<file path="src/rtl/seq_divider_if.sv">
// rtl/seq_divider_if.sv - start/operand/result bundle between the control unit and seq_divider
interface seq_divider_if #(
  parameter int XLEN = 32
);
  logic            start_i;
  logic [1:0]      op_i;
  logic [XLEN-1:0] dividend_i;
  logic [XLEN-1:0] divisor_i;
  logic            busy_o;
  logic            done_o;
  logic [XLEN-1:0] result_o;

  modport master (
    output start_i, op_i, dividend_i, divisor_i,
    input  busy_o, done_o, result_o
  );

  modport slave (
    input  start_i, op_i, dividend_i, divisor_i,
    output busy_o, done_o, result_o
  );
endinterface

</file>
<file path="src/rtl/seq_divider.sv">
// rtl/seq_divider.sv - iterative restoring divider for RV32M DIV/DIVU/REM/REMU, one quotient bit per clock
module seq_divider #(
  parameter int XLEN = 32
) (
  input  logic         clk_i,
  input  logic         rst_ni,
  seq_divider_if.slave bus
);

  localparam int CW = (XLEN > 2) ? $clog2(XLEN) : 1;
  localparam logic [XLEN-1:0] ALL_ONES = '1;
  localparam logic [XLEN-1:0] MIN_NEG  = {1'b1, {(XLEN-1){1'b0}}};

  typedef enum logic [1:0] {
    S_IDLE = 2'd0,
    S_CALC = 2'd1,
    S_FIN  = 2'd2
  } state_t;

  state_t          r_state;
  state_t          w_state_nxt;
  logic [CW-1:0]   r_cnt;
  logic [XLEN-1:0] r_rem;
  logic [XLEN-1:0] r_quo;
  logic [XLEN-1:0] r_dvs;
  logic            r_is_rem;
  logic            r_neg_q;
  logic            r_neg_r;
  logic            r_done;
  logic [XLEN-1:0] r_result;

  logic            w_signed;
  logic            w_a_neg;
  logic            w_b_neg;
  logic [XLEN-1:0] w_a_mag;
  logic [XLEN-1:0] w_b_mag;
  logic            w_div0;
  logic            w_ovf;
  logic            w_special;
  logic [XLEN-1:0] w_special_res;
  logic [XLEN:0]   w_shift;
  logic [XLEN:0]   w_trial;
  logic            w_last_step;
  logic [XLEN-1:0] w_fin_res;

  // Operand decode at the start edge: signed ops work on magnitudes.
  assign w_signed  = ~bus.op_i[0];
  assign w_a_neg   = w_signed & bus.dividend_i[XLEN-1];
  assign w_b_neg   = w_signed & bus.divisor_i[XLEN-1];
  assign w_a_mag   = w_a_neg ? (~bus.dividend_i + 1'b1) : bus.dividend_i;
  assign w_b_mag   = w_b_neg ? (~bus.divisor_i + 1'b1) : bus.divisor_i;
  assign w_div0    = (bus.divisor_i == '0);
  assign w_ovf     = w_signed & (bus.dividend_i == MIN_NEG) & (bus.divisor_i == ALL_ONES);
  assign w_special = w_div0 | w_ovf;

  always_comb begin
    w_special_res = '0;
    if (w_div0) begin
      w_special_res = bus.op_i[1] ? bus.dividend_i : ALL_ONES;
    end else begin
      w_special_res = bus.op_i[1] ? '0 : MIN_NEG;
    end
  end

  // The partial remainder is always below the divisor, so XLEN bits hold it;
  // only the trial subtraction needs the extra sign bit.
  assign w_shift     = {r_rem, r_quo[XLEN-1]};
  assign w_trial     = w_shift - {1'b0, r_dvs};
  assign w_last_step = (r_cnt == CW'(XLEN-1));

  assign w_fin_res = r_is_rem ? (r_neg_r ? (~r_rem + 1'b1) : r_rem)
                              : (r_neg_q ? (~r_quo + 1'b1) : r_quo);

  always_ff @(posedge clk_i or negedge rst_ni) begin
    if (!rst_ni) begin
      r_state <= S_IDLE;
    end else begin
      r_state <= w_state_nxt;
    end
  end

  always_comb begin
    w_state_nxt = r_state;
    case (r_state)
      S_IDLE: begin
        if (bus.start_i && !w_special) begin
          w_state_nxt = S_CALC;
        end
      end
      S_CALC: begin
        if (w_last_step) begin
          w_state_nxt = S_FIN;
        end
      end
      S_FIN: begin
        w_state_nxt = S_IDLE;
      end
      default: begin
        w_state_nxt = S_IDLE;
      end
    endcase
  end

  always_ff @(posedge clk_i or negedge rst_ni) begin
    if (!rst_ni) begin
      r_cnt    <= '0;
      r_rem    <= '0;
      r_quo    <= '0;
      r_dvs    <= '0;
      r_is_rem <= 1'b0;
      r_neg_q  <= 1'b0;
      r_neg_r  <= 1'b0;
      r_done   <= 1'b0;
      r_result <= '0;
    end else begin
      r_done <= 1'b0;
      case (r_state)
        S_IDLE: begin
          if (bus.start_i) begin
            if (w_special) begin
              r_result <= w_special_res;
              r_done   <= 1'b1;
            end else begin
              r_rem    <= '0;
              r_quo    <= w_a_mag;
              r_dvs    <= w_b_mag;
              r_cnt    <= '0;
              r_is_rem <= bus.op_i[1];
              r_neg_q  <= w_a_neg ^ w_b_neg;
              r_neg_r  <= w_a_neg;
            end
          end
        end
        S_CALC: begin
          r_rem <= w_trial[XLEN] ? w_shift[XLEN-1:0] : w_trial[XLEN-1:0];
          r_quo <= {r_quo[XLEN-2:0], ~w_trial[XLEN]};
          r_cnt <= r_cnt + 1'b1;
        end
        S_FIN: begin
          r_result <= w_fin_res;
          r_done   <= 1'b1;
        end
        default: begin
          r_done <= 1'b0;
        end
      endcase
    end
  end

  assign bus.busy_o   = (r_state != S_IDLE);
  assign bus.done_o   = r_done;
  assign bus.result_o = r_result;

endmodule

</file>
<file path="src/flat_wrapper.sv">
// flat-port wrapper written by rule: the top's interface ports become plain ports
module seq_divider_flat 
#(
  parameter int XLEN = 32
)
  (clk_i, rst_ni, bus_start_i, bus_op_i, bus_dividend_i, bus_divisor_i, bus_busy_o, bus_done_o, bus_result_o);
  seq_divider_if #(.XLEN(XLEN)) bus_i ();
  input  logic clk_i;
  input  logic rst_ni;
  input wire logic [$bits(bus_i.start_i)-1:0] bus_start_i;
  input wire logic [$bits(bus_i.op_i)-1:0] bus_op_i;
  input wire logic [$bits(bus_i.dividend_i)-1:0] bus_dividend_i;
  input wire logic [$bits(bus_i.divisor_i)-1:0] bus_divisor_i;
  output wire logic [$bits(bus_i.busy_o)-1:0] bus_busy_o;
  output wire logic [$bits(bus_i.done_o)-1:0] bus_done_o;
  output wire logic [$bits(bus_i.result_o)-1:0] bus_result_o;
  assign bus_i.start_i = bus_start_i;
  assign bus_i.op_i = bus_op_i;
  assign bus_i.dividend_i = bus_dividend_i;
  assign bus_i.divisor_i = bus_divisor_i;
  assign bus_busy_o = bus_i.busy_o;
  assign bus_done_o = bus_i.done_o;
  assign bus_result_o = bus_i.result_o;
  seq_divider #(.XLEN(XLEN)) u_core (.clk_i(clk_i), .rst_ni(rst_ni), .bus(bus_i));
endmodule
</file>
<file path="config.mk">
export PLATFORM = sky130hd
export DESIGN_NAME = seq_divider_flat
export DESIGN_NICKNAME = d
export VERILOG_FILES = /design/src/rtl/seq_divider_if.sv /design/src/rtl/seq_divider.sv /design/src/flat_wrapper.sv
export SDC_FILE = /design/constraint.sdc
export NUM_CORES = 1
export LEC_CHECK = 0
export ABC_AREA = 1
export BUFFER_PORTS_ARGS = -buffer_cell sky130_fd_sc_hd__buf_2
export CORE_UTILIZATION = 30
export CTS_BUF_LIST = sky130_fd_sc_hd__clkbuf_2 sky130_fd_sc_hd__clkbuf_4 sky130_fd_sc_hd__clkbuf_8
export DETAILED_ROUTE_END_ITERATION = 8
export PLACE_DENSITY = 0.46
export SLEW_MARGIN = 20
export SYNTH_ARGS = -nofsm -noshare
export SYNTH_HDL_FRONTEND = slang
export SYNTH_SLANG_ARGS = --single-unit
export TNS_END_PERCENT = 30
</file>
<file path="constraint.sdc">
create_clock -name clk_i -period 2.2 [get_ports clk_i]
set_input_delay 0.44 -clock clk_i [delete_from_list [all_inputs] [get_ports clk_i]]
set_output_delay 0.44 -clock clk_i [all_outputs]
set_load 0.01 [all_outputs]
</file>
==> results.txt <==
Outcome = complete, but fails checks
Violated checks = negative setup slack
Fmax = 0.441 GHz
Top_reg_cell synth = dfrtp_1
Vias per cell = 4.93
CP Capture Type = flip-flop
FF-to-FF path depth = 17
Detailed Route Iter0 Violations = 1356
Pin count of the biggest net entering global routing = 54
Drt pass-1 iters = 6
Hold Vio Cnt, Final = 0
Required @ worst endpoint = 2590 ps
FF-to-FF setup slack = -70 ps
Vias in the first global route = 15400
YS warnings = 0
Worst skew pair latency = 520 ps
Final slew viol count = 0
First-pass GRT wire length = 90800 um
Crit-path max FO = 8
Largest cells by area after synthesis = dfrtp_1, nand2_1, nand3_1, inv_1, nor2_1
Area grow syn2layout = 36.1%
Max-Cap Viols = 0
Clk slew on worst S/H paths = 80 ps
Total power = 0.0298 W
Fin worst setup slack = -68.6 ps
Number of flops mapped to enable cells by yosys = 0
Comb pwr share = 75.7%
CP cell instances = ha_4 -> fa_2 -> inv_2 -> nand2_2 -> nand2_2 -> nand3_2 -> nand2_2 -> nand2_2 -> nand2_2 -> nand2_4 -> nand2_8 -> nand2_8 -> nand2_8 -> buf_12 -> nand2_1 -> nand3_1 -> nand2_1
# DRC = 0
Starting density of the core = 30.6%
Internal = 0.0144 W
GRT Total Usage = 25.7%
Root buffer cell = clkbuf_8
Sequential Power Share = 16.1%
Post-synth top area share = 25.5%
Startpoint types = flip-flop
Setup violation total in the final timing report = 20
Die Y = 215 um
Worst-Margin Slew = 713 ps
Mapped Nets = 2435
Hold Crit Depth = 3
Sw Share = 51.7%
Final setup TNS = -765 ps
RR Startpoint = u_core.r_dvs[0]$_DFFE_PN0P_
Min-delay src = bus_divisor_i[31]
I/O pin total = 103
Synth unique cells = 45
Final wirelength = 59900 um
Layout cell share with drive strength beyond 1 = 24.5%
Grt total ovfl = 0
DR WL/cell = 17.9 um
HP Class = primary input to flip-flop
Syn Area/Cell = 5.86 um2
Yosys reg bits = 139
Via Count = 16500
CTS buffer count = 17
Slowest stage delay, CP = 410 ps
Final min period = 2270 ps
Sink Count = 139
Most frequent CP cell = nand2_2
Final Util = 41.7%
Critical Path AT = 2660 ps
P per Cell Area = 1610 nW/um2
Sw Pwr = 0.0154 W
Die area = 46300 um2
Area leader, netlist = dfrtp_1
Crit path kind = flip-flop to flip-flop
Fraction of registers with async set/reset = 100%
Register area share after synthesis = 25.5%
Placer congestion estimate = 0.934
HPWL Detailed = 48800 um
Hold path endpoint = u_core.r_dvs[31]$_DFFE_PN0P_
Clk pwr share = 8.2%
Unrepaired setup endpoints after global routing = true
IO Port Bufs = 102
# H-tree levels = 4
CORE AREA = 44500 um2
Initial antenna violation count = 0
Slowest-stage cell, CP = dfrtp_1
VDD IR max = 0.578 mV
Longest Clk Path Bufs = 2
Commonest cells post-synth = nand2_1, nand3_1, inv_1
Final period utilization = 103%
Clk_skew = 24.2 ps
Max_slew headroom = 51.9%
Nets = 2843
Area of the mapped netlist = 13600 um2
CTS tree = done
Rows = 77
Reg2reg end = u_core.r_rem[24]$_DFFE_PN0P_
Die Wd = 215 um
Routed Antenna Nets = 0
Post-Syn Instances = 2326
Count leader, synth = nand2_1
Pleak = 9.62 nW
==> flip-flops by register name, indices dropped and copies added (netlist names) <==
signal and cells:
u_core.bus.done_o 1, u_core.r_quo 32, u_core.r_neg_q 1, u_core.bus.result_o 32, u_core.r_neg_r 1, u_core.r_is_rem 1
u_core.r_rem 32, u_core.r_dvs 32, u_core.r_state 2, u_core.r_cnt 5
==> stage by stage <==
stage | cell area (um2) | worst slack, ps | std cells | hold WS, ps
floorplan | 13600 | 6.94 | 2326 | 144
global placement | 17300 | -395 | 3291 | 395
detailed placement | 17300 | -418 | 3291 | 408
CTS | 17900 | -62.2 | 3329 | 233
global route | 18500 | -194 | 3338 | 319
finish | 18500 | -68.6 | 3339 | 292
==> area by class of cell <==
cell class                 instances  area, um2
inverter                         308       1160
clock buffer                      21        270
sequential                       139       3480
antenna                            1       2.50
timing repair buffer             464       3510
fill                            4935      26000
multi-input combinational       1804       9210
clock inverter                    10        166
tap                              592        741
==> worst max path at each step <==
| stage | from | endpoint | slack, ps | cells past startpoint |
|---|---|---|---|---|
| global placement | bus_dividend_i[1] | u_core.bus.result_o[27]$_DFFE_PN0P_ | -390 | 13 |
| detailed placement | bus_dividend_i[1] | u_core.bus.result_o[23]$_DFFE_PN0P_ | -420 | 13 |
| floorplan | u_core.r_quo[31]$_DFFE_PN0P_ | u_core.r_rem[29]$_DFFE_PN0P_ | 7 | 18 |
| global route | u_core.r_quo[31]$_DFFE_PN0P_ | u_core.r_rem[26]$_DFFE_PN0P_ | -190 | 18 |
| finish | u_core.r_dvs[0]$_DFFE_PN0P_ | u_core.r_rem[24]$_DFFE_PN0P_ | -70 | 17 |
| CTS | u_core.r_dvs[0]$_DFFE_PN0P_ | u_core.r_rem[26]$_DFFE_PN0P_ | -60 | 17 |
==> timing repair <==
item	4_1_cts	5_1_grt
gates resized for setup	36	116
endpoints found under the hold margin	40	0
setup endpoints to repair	34	56
cloned	1	3
setup buffers	7	6
hold buffers	1	0
pin swaps	14	21
==> critical path: cells and delay by family (launching register included) <==
| family | cells | cell delay [ps] |
|---|---|---|
| simple gates | 13 | 980 |
| fa+ha+maj | 2 | 540 |
| buf+inv | 2 | 200 |
| flops | 1 | 410 |
==> cells by family after synthesis <==
family | synth area share, %
AOI/OAI and AO/OA | 10.5
xor gates and xnor gates | 3.02
adders and majority gates | 3.73
buffers and inverters | 11.3
DFF | 25.5
and+or+nand+nor | 45.9
==> layer usage <==
layer	share of wire [%]	vias up	GRT usage (%)	wire [um]
li1	-	8285	-	-
met4	2.6	0	7.83	1570
met2	42	482	38.3	25100
met3	6.1	76	4.50	3680
met5	0	-	0	0
met1	49	7629	37.4	29600
==> layout by cell type, fill, tap and decap left out, types with 3 or more instances in the layout <==
| master | count |
|---|---|
| a31oi_1 | 4 |
| nor3_1 | 17 |
| a21oi_2 | 4 |
| or2_2 | 6 |
| xnor2_1 | 15 |
| nand3_1 | 294 |
| buf_12 | 16 |
| o21bai_1 | 11 |
| inv_1 | 273 |
| clkbuf_4 | 3 |
| o21ai_1 | 57 |
| dfrtp_1 | 136 |
| dfrtp_2 | 3 |
| nand2_2 | 39 |
| nand2_8 | 4 |
| buf_4 | 338 |
| nor2_4 | 7 |
| clkbuf_8 | 18 |
| nor3_2 | 6 |
| nor2_1 | 188 |
| nand2_4 | 8 |
| a21oi_1 | 44 |
| nand2_1 | 762 |
| xor2_1 | 30 |
| nand4_1 | 47 |
| nor2_2 | 20 |
| buf_6 | 4 |
| and2_1 | 4 |
| inv_2 | 31 |
| nand3_4 | 3 |
| ha_1 | 22 |
| buf_2 | 101 |
| o21ai_0 | 124 |
| nand3_2 | 22 |
| nand3b_1 | 17 |
| o211ai_1 | 13 |
| bufinv_16 | 4 |
| ha_4 | 16 |
==> power groups by stage <==
| stage | sequential (W) | combinational (W) | clock, W |
|---|---|---|---|
| 2_1_floorplan | 0.00447 | 0.0116 | 0 |
| 3_3_place_gp | 0.00470 | 0.0200 | 0 |
| 3_5_place_dp | 0.00469 | 0.0202 | 0 |
| 4_1_cts | 0.00469 | 0.0208 | 0.00251 |
| 5_1_grt | 0.00489 | 0.0250 | 0.00260 |
| 6_report | 0.00479 | 0.0226 | 0.00244 |
(Power assumes the default switching activity.)
